### src/rtl/alu_shift_sequencer_if.sv
// Request, ALU and response signal bundle for the shift sequencer.
interface alu_shift_sequencer_if;
  logic        ReqValid;
  logic        ReqReady;
  logic [1:0]  ReqOp;
  logic        ReqWide;
  logic [4:0]  ReqAmount;
  logic [31:0] ReqOperand;
  logic [31:0] AluA;
  logic [4:0]  AluFunSel;
  logic        AluWF;
  logic [31:0] AluOut;
  logic [3:0]  AluFlags;
  logic        RespValid;
  logic        RespReady;
  logic [31:0] RespResult;
  logic [3:0]  RespFlags;

  // Requester / ALU / consumer side.
  modport master (
    output ReqValid, ReqOp, ReqWide, ReqAmount, ReqOperand,
    output AluOut, AluFlags, RespReady,
    input  ReqReady, AluA, AluFunSel, AluWF, RespValid, RespResult, RespFlags
  );

  // Sequencer side.
  modport slave (
    input  ReqValid, ReqOp, ReqWide, ReqAmount, ReqOperand,
    input  AluOut, AluFlags, RespReady,
    output ReqReady, AluA, AluFunSel, AluWF, RespValid, RespResult, RespFlags
  );
endinterface

### src/rtl/alu_shift_sequencer.sv
// Multi-cycle shifter: issues one single-bit shift per step to an external
// registered ALU and accumulates the result until the count reaches zero.
module alu_shift_sequencer (
  input  logic                  Clock,
  input  logic                  Reset,
  alu_shift_sequencer_if.slave  bus
);

  localparam int unsigned DATA_W = 32;
  localparam int unsigned CNT_W  = 5;
  localparam int unsigned SEL_W  = 5;
  localparam int unsigned FLG_W  = 4;

  localparam logic [SEL_W-1:0] FUN_PASS_A = 5'b10000;

  typedef enum logic [1:0] {
    S_IDLE,
    S_ISSUE,
    S_WAIT,
    S_DONE
  } state_t;

  state_t              state_q;
  logic [DATA_W-1:0]   acc_q;
  logic [CNT_W-1:0]    cnt_q;
  logic [CNT_W-1:0]    cnt_d;
  logic [1:0]          op_q;
  logic                wide_q;
  logic                req_ready_q;
  logic [DATA_W-1:0]   alu_a_q;
  logic [SEL_W-1:0]    alu_fun_sel_q;
  logic                alu_wf_q;
  logic                resp_valid_q;
  logic [FLG_W-1:0]    resp_flags_q;

  // ALU function select for one single-bit step of the requested shift.
  function automatic logic [SEL_W-1:0] fun_sel(input logic wide, input logic [1:0] op);
    logic [3:0] code;
    case (op)
      2'b00:   code = 4'b1011;
      2'b01:   code = 4'b1100;
      2'b10:   code = 4'b1101;
      default: code = 4'b1110;
    endcase
    return {wide, code};
  endfunction

  // Remaining count after the step currently returning from the ALU.
  always_comb begin
    cnt_d = cnt_q - CNT_W'(1);
  end

  // Sequencer FSM with all outputs registered alongside the state.
  always_ff @(posedge Clock or posedge Reset) begin
    if (Reset) begin
      state_q       <= S_IDLE;
      acc_q         <= '0;
      cnt_q         <= '0;
      op_q          <= '0;
      wide_q        <= 1'b0;
      req_ready_q   <= 1'b0;
      alu_a_q       <= '0;
      alu_fun_sel_q <= FUN_PASS_A;
      alu_wf_q      <= 1'b0;
      resp_valid_q  <= 1'b0;
      resp_flags_q  <= '0;
    end else begin
      alu_a_q       <= '0;
      alu_fun_sel_q <= FUN_PASS_A;
      alu_wf_q      <= 1'b0;
      case (state_q)
        S_IDLE: begin
          req_ready_q <= 1'b1;
          if (bus.ReqValid && req_ready_q) begin
            req_ready_q <= 1'b0;
            op_q        <= bus.ReqOp;
            wide_q      <= bus.ReqWide;
            acc_q       <= bus.ReqOperand;
            cnt_q       <= bus.ReqAmount;
            if (bus.ReqAmount == '0) begin
              state_q      <= S_DONE;
              resp_valid_q <= 1'b1;
              resp_flags_q <= '0;
            end else begin
              state_q       <= S_ISSUE;
              alu_a_q       <= bus.ReqOperand;
              alu_fun_sel_q <= fun_sel(bus.ReqWide, bus.ReqOp);
              alu_wf_q      <= (bus.ReqAmount == CNT_W'(1));
            end
          end
        end
        S_ISSUE: begin
          state_q <= S_WAIT;
        end
        S_WAIT: begin
          acc_q <= bus.AluOut;
          cnt_q <= cnt_d;
          if (cnt_d == '0) begin
            state_q      <= S_DONE;
            resp_valid_q <= 1'b1;
            resp_flags_q <= bus.AluFlags;
          end else begin
            state_q       <= S_ISSUE;
            alu_a_q       <= bus.AluOut;
            alu_fun_sel_q <= fun_sel(wide_q, op_q);
            alu_wf_q      <= (cnt_d == CNT_W'(1));
          end
        end
        S_DONE: begin
          // Ready rises here so the next request lands one edge later.
          if (bus.RespReady) begin
            state_q      <= S_IDLE;
            resp_valid_q <= 1'b0;
            req_ready_q  <= 1'b1;
          end
        end
        default: begin
          state_q <= S_IDLE;
        end
      endcase
    end
  end

  // The accumulator holds still in DONE, so it doubles as the result.
  assign bus.ReqReady   = req_ready_q;
  assign bus.AluA       = alu_a_q;
  assign bus.AluFunSel  = alu_fun_sel_q;
  assign bus.AluWF      = alu_wf_q;
  assign bus.RespValid  = resp_valid_q;
  assign bus.RespResult = acc_q;
  assign bus.RespFlags  = resp_flags_q;

endmodule
### src/flat_wrapper.sv
// flat-port wrapper written by rule: the top's interface ports become plain ports
module alu_shift_sequencer_flat 
  (Clock, Reset, bus_ReqValid, bus_ReqOp, bus_ReqWide, bus_ReqAmount, bus_ReqOperand, bus_AluOut, bus_AluFlags, bus_RespReady, bus_ReqReady, bus_AluA, bus_AluFunSel, bus_AluWF, bus_RespValid, bus_RespResult, bus_RespFlags);
  alu_shift_sequencer_if bus_i ();
  input  logic Clock;
  input  logic Reset;
  input wire logic [$bits(bus_i.ReqValid)-1:0] bus_ReqValid;
  input wire logic [$bits(bus_i.ReqOp)-1:0] bus_ReqOp;
  input wire logic [$bits(bus_i.ReqWide)-1:0] bus_ReqWide;
  input wire logic [$bits(bus_i.ReqAmount)-1:0] bus_ReqAmount;
  input wire logic [$bits(bus_i.ReqOperand)-1:0] bus_ReqOperand;
  input wire logic [$bits(bus_i.AluOut)-1:0] bus_AluOut;
  input wire logic [$bits(bus_i.AluFlags)-1:0] bus_AluFlags;
  input wire logic [$bits(bus_i.RespReady)-1:0] bus_RespReady;
  output wire logic [$bits(bus_i.ReqReady)-1:0] bus_ReqReady;
  output wire logic [$bits(bus_i.AluA)-1:0] bus_AluA;
  output wire logic [$bits(bus_i.AluFunSel)-1:0] bus_AluFunSel;
  output wire logic [$bits(bus_i.AluWF)-1:0] bus_AluWF;
  output wire logic [$bits(bus_i.RespValid)-1:0] bus_RespValid;
  output wire logic [$bits(bus_i.RespResult)-1:0] bus_RespResult;
  output wire logic [$bits(bus_i.RespFlags)-1:0] bus_RespFlags;
  assign bus_i.ReqValid = bus_ReqValid;
  assign bus_i.ReqOp = bus_ReqOp;
  assign bus_i.ReqWide = bus_ReqWide;
  assign bus_i.ReqAmount = bus_ReqAmount;
  assign bus_i.ReqOperand = bus_ReqOperand;
  assign bus_i.AluOut = bus_AluOut;
  assign bus_i.AluFlags = bus_AluFlags;
  assign bus_i.RespReady = bus_RespReady;
  assign bus_ReqReady = bus_i.ReqReady;
  assign bus_AluA = bus_i.AluA;
  assign bus_AluFunSel = bus_i.AluFunSel;
  assign bus_AluWF = bus_i.AluWF;
  assign bus_RespValid = bus_i.RespValid;
  assign bus_RespResult = bus_i.RespResult;
  assign bus_RespFlags = bus_i.RespFlags;
  alu_shift_sequencer u_core (.Clock(Clock), .Reset(Reset), .bus(bus_i));
endmodule
### config.mk
export PLATFORM = sky130hd
export DESIGN_NAME = alu_shift_sequencer_flat
export DESIGN_NICKNAME = d
export VERILOG_FILES = /design/src/rtl/alu_shift_sequencer_if.sv /design/src/rtl/alu_shift_sequencer.sv /design/src/flat_wrapper.sv
export SDC_FILE = /design/constraint.sdc
export NUM_CORES = 1
export LEC_CHECK = 0
export CAP_MARGIN = 40
export CORE_MARGIN = 10
export CORE_UTILIZATION = 43
export CTS_CLUSTER_DIAMETER = 150
export DETAILED_ROUTE_END_ITERATION = 10
export MAX_ROUTING_LAYER = met4
export PLACE_DENSITY = 0.85
export SLEW_MARGIN = 40
export SYNTH_ARGS = -nofsm -noshare
export SYNTH_HDL_FRONTEND = slang
export SYNTH_SLANG_ARGS = --single-unit
### constraint.sdc
create_clock -name Clock -period 3.08 [get_ports Clock]
set_input_delay 0.616 -clock Clock [delete_from_list [all_inputs] [get_ports Clock]]
set_output_delay 0.616 -clock Clock [all_outputs]
set_load 0.005 [all_outputs]
Word level (Yosys, flattened, before mapping). Cells that the tools add are included.

Add/sub/neg operators: 1. Eq/ne operators: 13. Mux-type cells: 35. Reductions and logical operators: 15.

Operators with widths (number): two-way mux 32 bit (4); case mux 32 bit (2 select lines) (2); two-way mux 5 bit (4); case mux 5 bit (2 select lines) (2); case mux 3 bit (3 select lines) (2); two-way mux 4 bit (3); == test 5 x 1 -> 1 bit, second input constant (2); logical NOT 5 bit (2); two-way mux 1 bit (9); == test 2 bit, second input constant (4); two-way mux 2 bit (4); case mux 2 bit (4 select lines) (1); case mux 4 bit (2 select lines) (1); AND reduction 2 bit (4); == test 2 x 1 -> 1 bit, second input constant (3); logical NOT 2 bit (3); inequality test 2 x 1 -> 1 bit, second input constant (3); AND reduction 5 bit (1); subtractor 5 x 1 -> 5 bit, second input constant (1); case mux 1 bit (2 select lines) (2); AND reduction 4 bit (1); nonzero test 2 bit (2); case mux 1 bit (3 select lines) (1); nonzero test 3 bit (1); 2 further kinds (2).

Flip-flop bits (word level): 86. Word-level logic and storage cells: 75.

Depth between registers and ports, before layout.
Depth in word-level cells: 5. Mapped depth: 7. Depth with buffers taken out: 6.

Least setup slack after synthesis. Ideal clock, no wire load.

Path type: register -> register. Start: register u_core.cnt_q[0]. End: register u_core.alu_a_q[11], in the netlist u_core.bus.AluA[11]. Library setup time: 0.121 ns. Arrival time: 1.692 ns. Slack: 1.266 ns. Stages on the path, launching flop included: 7. Path buffers: 1. Clock period less this slack: 1.814 ns. Cells stage by stage: dfrtp_1 inv_1 ha_1 o41ai_4 and3b_1 buf_4 o2bb2ai_1.

Cells in the longest elaborated chain, start to end: 4.

RTL lines: from (decl) (RTL line alu_shift_sequencer.sv:25) `logic [CNT_W-1:0] cnt_q;`; from (signal assigned) (RTL line alu_shift_sequencer.sv:79) `cnt_q <= bus.ReqAmount;`; from (signal assigned) (RTL line alu_shift_sequencer.sv:97) `cnt_q <= cnt_d;`; subtractor 5 x 1 -> 5 bit (RTL line alu_shift_sequencer.sv:50) `cnt_d = cnt_q - CNT_W'(1);`; logical NOT 5 bit (RTL line alu_shift_sequencer.sv:98) `if (cnt_d == '0) begin`; two-way mux 32 bit (RTL line alu_shift_sequencer.sv:98); case mux 32 bit (2 select lines) (RTL line alu_shift_sequencer.sv:71) `case (state_q)`; to (signal assigned) (RTL line alu_shift_sequencer.sv:86) `alu_a_q <= bus.ReqOperand;`; to (signal assigned) (RTL line alu_shift_sequencer.sv:104) `alu_a_q <= bus.AluOut;`; to (decl) (RTL line alu_shift_sequencer.sv:30) `logic [DATA_W-1:0] alu_a_q;`.

No other way between the ends. A chain may end at the register's enable or synchronous reset.

Final worst setup path.
Start: register u_core.cnt_q[0]. End: register u_core.alu_a_q[14], in the netlist u_core.bus.AluA[14].

The elaborated chain is that of the path after synthesis.

==> flow_summary_export.csv <==
group,metric,value,unit
cts,clk_path_buf_depth,2,
yosys,async_flop_share,100,%
sta,rsz0062_at_grt,"false",
drt,firstDrtPassIters,5,
cts,clk_pin_slew_worst_paths,90,ps
sta,tightest_slew,601,ps
grt,grt_usage,18.4,%
placement,port_buffers,155,
yosys,ys.flop_type,"dfrtp_1",
cts,cts.root.buffer_cell,"clkbuf_8",
drt,postRouteAntennaNets,0,
critical_path,cpPeakStageDelay,490,ps
critical_path,worstPathMaxFanout,25,
floorplan,die_w,114,um
sta,relSlewSlack,59.8,%
critical_path,cp-end-kind,"register",
power_and_ir_drop,internal_power,3.55,mW
critical_path,crit_slowest_cell,"o41ai_4",
critical_path,critPathLaunch,"u_core.cnt_q[0]",
final_layout,syn_to_final_growth,51.0,%
critical_path,worstPathArrival,2590,ps
power_and_ir_drop,powerDensity,889,nW/um^2
critical_path,cp_num_buf_inv,2,
job,drv_cap,0,
floorplan,pin_count,156,
cts,holdBufCountCts,0,
yosys,synth_top_family_by_area,"compound AO/OA/AOI/OAI gates",
yosys,synth_compound_area_share,18.7,%
yosys,yosysWarnings,0,
yosys,yosys.area_share.simple,15.4,%
grt,overflow,0,
yosys,synth_fa_ha_area_share,2.98,%
drt,drc_errors,0,
sta,finalCriticalPeriod,2360,ps
cts,cts_sinks,86,
yosys,synth_seq_area_share,57.0,%
cts,cts_setup_buffers,0,
power_and_ir_drop,p_sw_share,30.0,%
floorplan,die_area,12900,um^2
placement,dp.final_hpwl,8830,um
power_and_ir_drop,ir_drop,0.438,mV
sta,hold_viol_final,0,
drt,viasPerCell,5.40,
floorplan,core,8640,um^2
yosys,netlist_top_cells_area,"dfrtp_1 56%, nand2_1 7.6%, o2bb2ai_1 6.0%",
sta,final.setup.tns,0,ps
grt,antenna_found_initial,0,
power_and_ir_drop,comb_power_share,40.1,%
grt,grt_start_max_net_pins,87,
final_layout,layoutNonFillerInstCount,631,
drt,top_layer,"met4",
critical_path,crit_family,"compound AO/OA/AOI/OAI gates",
drt,wl,11900,um
yosys,synth-seq-cells,86,
floorplan,num_rows,34,
power_and_ir_drop,clockPowerShare,20.6,%
yosys,synthCells,369,
critical_path,crit_type,"register to register",
final_layout,diodes,0,
drt,wl_met2,5990,um
drt,wl_met3,1140,um
grt,grt_pass1_wl,18500,um
yosys,synth_area_leader_cell,"dfrtp_1",
power_and_ir_drop,p_sw,1.52,mW
placement,dpl_cell_area,5430,um^2
yosys,netlist.area_leader.share,56.3,%
floorplan,fp.dieH,114,um
final_layout,drive_gt1_share,6.50,%
cts,clk_latency,360,ps
yosys,synth_edf_count,0,
status,status,"finished clean",
final_layout,fill_cells,672,
final_layout,final_area,5700,um^2
yosys,syn_area,3780,um^2
sta,fin_crit_sh,76.5,%
drt,met1_length,4570,um
placement,gp_routability_congestion,0.840,
hold_path,min_path_type,"register to register",
grt,grt_pass1_vias,3601,
critical_path,r2r-start,"u_core.cnt_q[0]",
drt,first_iter_violations,186,
critical_path,crit_path_start_kind,"register",
yosys,syn_nets,458,
yosys,ys_types,42,
yosys,avgSynthCellArea,10.2,um^2
critical_path,path_cells,"inv_1 > ha_1 > o41ai_4 > and3b_1 > buf_4 > o2bb2ai_1",
floorplan,start_util,43.7,%
final_layout,nets,607,
drt,via_count,3410,
cts,cts_tree,"done",
critical_path,cp.required,3320,ps
cts,cts_resized,0,
yosys,muxShareOfSynthArea,1.36,%
sta,finalSetupViolCount,0,
hold_path,hp-start,"u_core.wide_q",
sta,fmax,0.424,GHz
yosys,synthXorXnorAreaFrac,0,%
power_and_ir_drop,p_leak,2.44,nW
sta,slew_violations,0,
cts,numCtsBuffers,9,
sta,skew,11.1,ps
cts,cts.htree.levels,3,
placement,dp.cells,614,
drt,wl_per_cell,18.9,um
power_and_ir_drop,pwr-share-seq,39.3,%
cells in the final DEF (no fill, tap or decap), types with 3 or more instances in the layout:
master	n
a21oi_1	7
dfrtp_1	85
a31oi_1	32
clkbuf_8	10
nor3_1	3
clkdlybuf4s50_1	155
mux2i_1	4
nand2b_1	3
o21ai_0	8
a32o_1	7
ha_1	9
inv_1	12
bufinv_16	4
buf_4	7
nor2_1	40
o2bb2ai_1	26
nand2_1	76
final timing paths:
check	cells after the start	slack, ps	to
max reg2reg	6	720	u_core.bus.AluA[14]
max in group asynchronous	3	2040	u_core.bus.AluFunSel[4]
min reg2reg	1	520	u_core.wide_q
max	6	720	u_core.bus.AluA[14]
min	1	520	u_core.wide_q
min in group asynchronous	3	670	u_core.bus.RespResult[17]
power by group through the flow:
stage	clock network [mW]	logic (mW)	registers, mW
after floorplan	0	0.683	1.99
after global placement	0	2.00	1.98
after detailed placement	0	2.05	2.01
after CTS	1.07	2.07	2.00
after global routing	1.11	2.21	2.06
final	1.05	2.03	1.99
flip-flops by register name, indices dropped and copies added, names as in the netlist:
register               count
u_core.bus.RespResult     32
u_core.bus.RespValid       1
u_core.bus.ReqReady        1
u_core.bus.AluA           32
u_core.bus.AluWF           1
u_core.state_q             2
u_core.bus.AluFunSel       5
u_core.wide_q              1
u_core.op_q                2
u_core.bus.RespFlags       4
u_core.cnt_q               5
kinds of logic after synthesis:
family,after synthesis
flops,86
fa+ha+maj,9
buf+inv,38
mux,5
compound gates,94
simple gates,137
metal layers:
layer	global-route usage (%)	vias up
met2	30.9	169
met1	20.1	1628
met4	6.85	0
li1	-	1594
met3	5.83	19
met5	-	-
metrics by stage:
| step | util (%) | setup slack [ps] | power, mW | hold WS [ps] |
|---|---|---|---|---|
| floorplan | - | 244 | 2.67 | 481 |
| detailed placement | 62.8 | 675 | 4.07 | 501 |
| global placement | 62.8 | 759 | 3.98 | 489 |
| finish | 66.0 | 724 | 5.07 | 524 |
| CTS | 66.0 | 712 | 5.13 | 524 |
| global route | 66.0 | 591 | 5.37 | 557 |
cell type report:
class                           count  area, um^2  share of cell area [%]
Clock inverter                      5         129                    2.26
Tap cell                          108         135                    2.37
Sequential cell                    86        2150                    37.8
Clock buffer                       11         141                    2.48
Inverter                           13        50.0                   0.878
Multi-Input combinational cell    245        1470                    25.8
Timing Repair Buffer              163        1620                    28.5
cells in the mapped netlist (2+ instances only):
cell	number
mux2i_1	4
ha_1	9
a31oi_1	32
nand3_1	2
buf_1	4
nand2_1	76
o2bb2ai_1	26
clkbuf_1	7
nor2_1	42
buf_2	11
a32o_1	7
o21ai_0	8
o22ai_1	2
buf_4	2
nand2b_1	3
o32ai_1	2
inv_1	13
dfrtp_1	85
nor3_1	3
nand3b_1	2
a32oi_1	2
a21oi_1	7
Note: power is estimated with default switching activity, not from simulation.
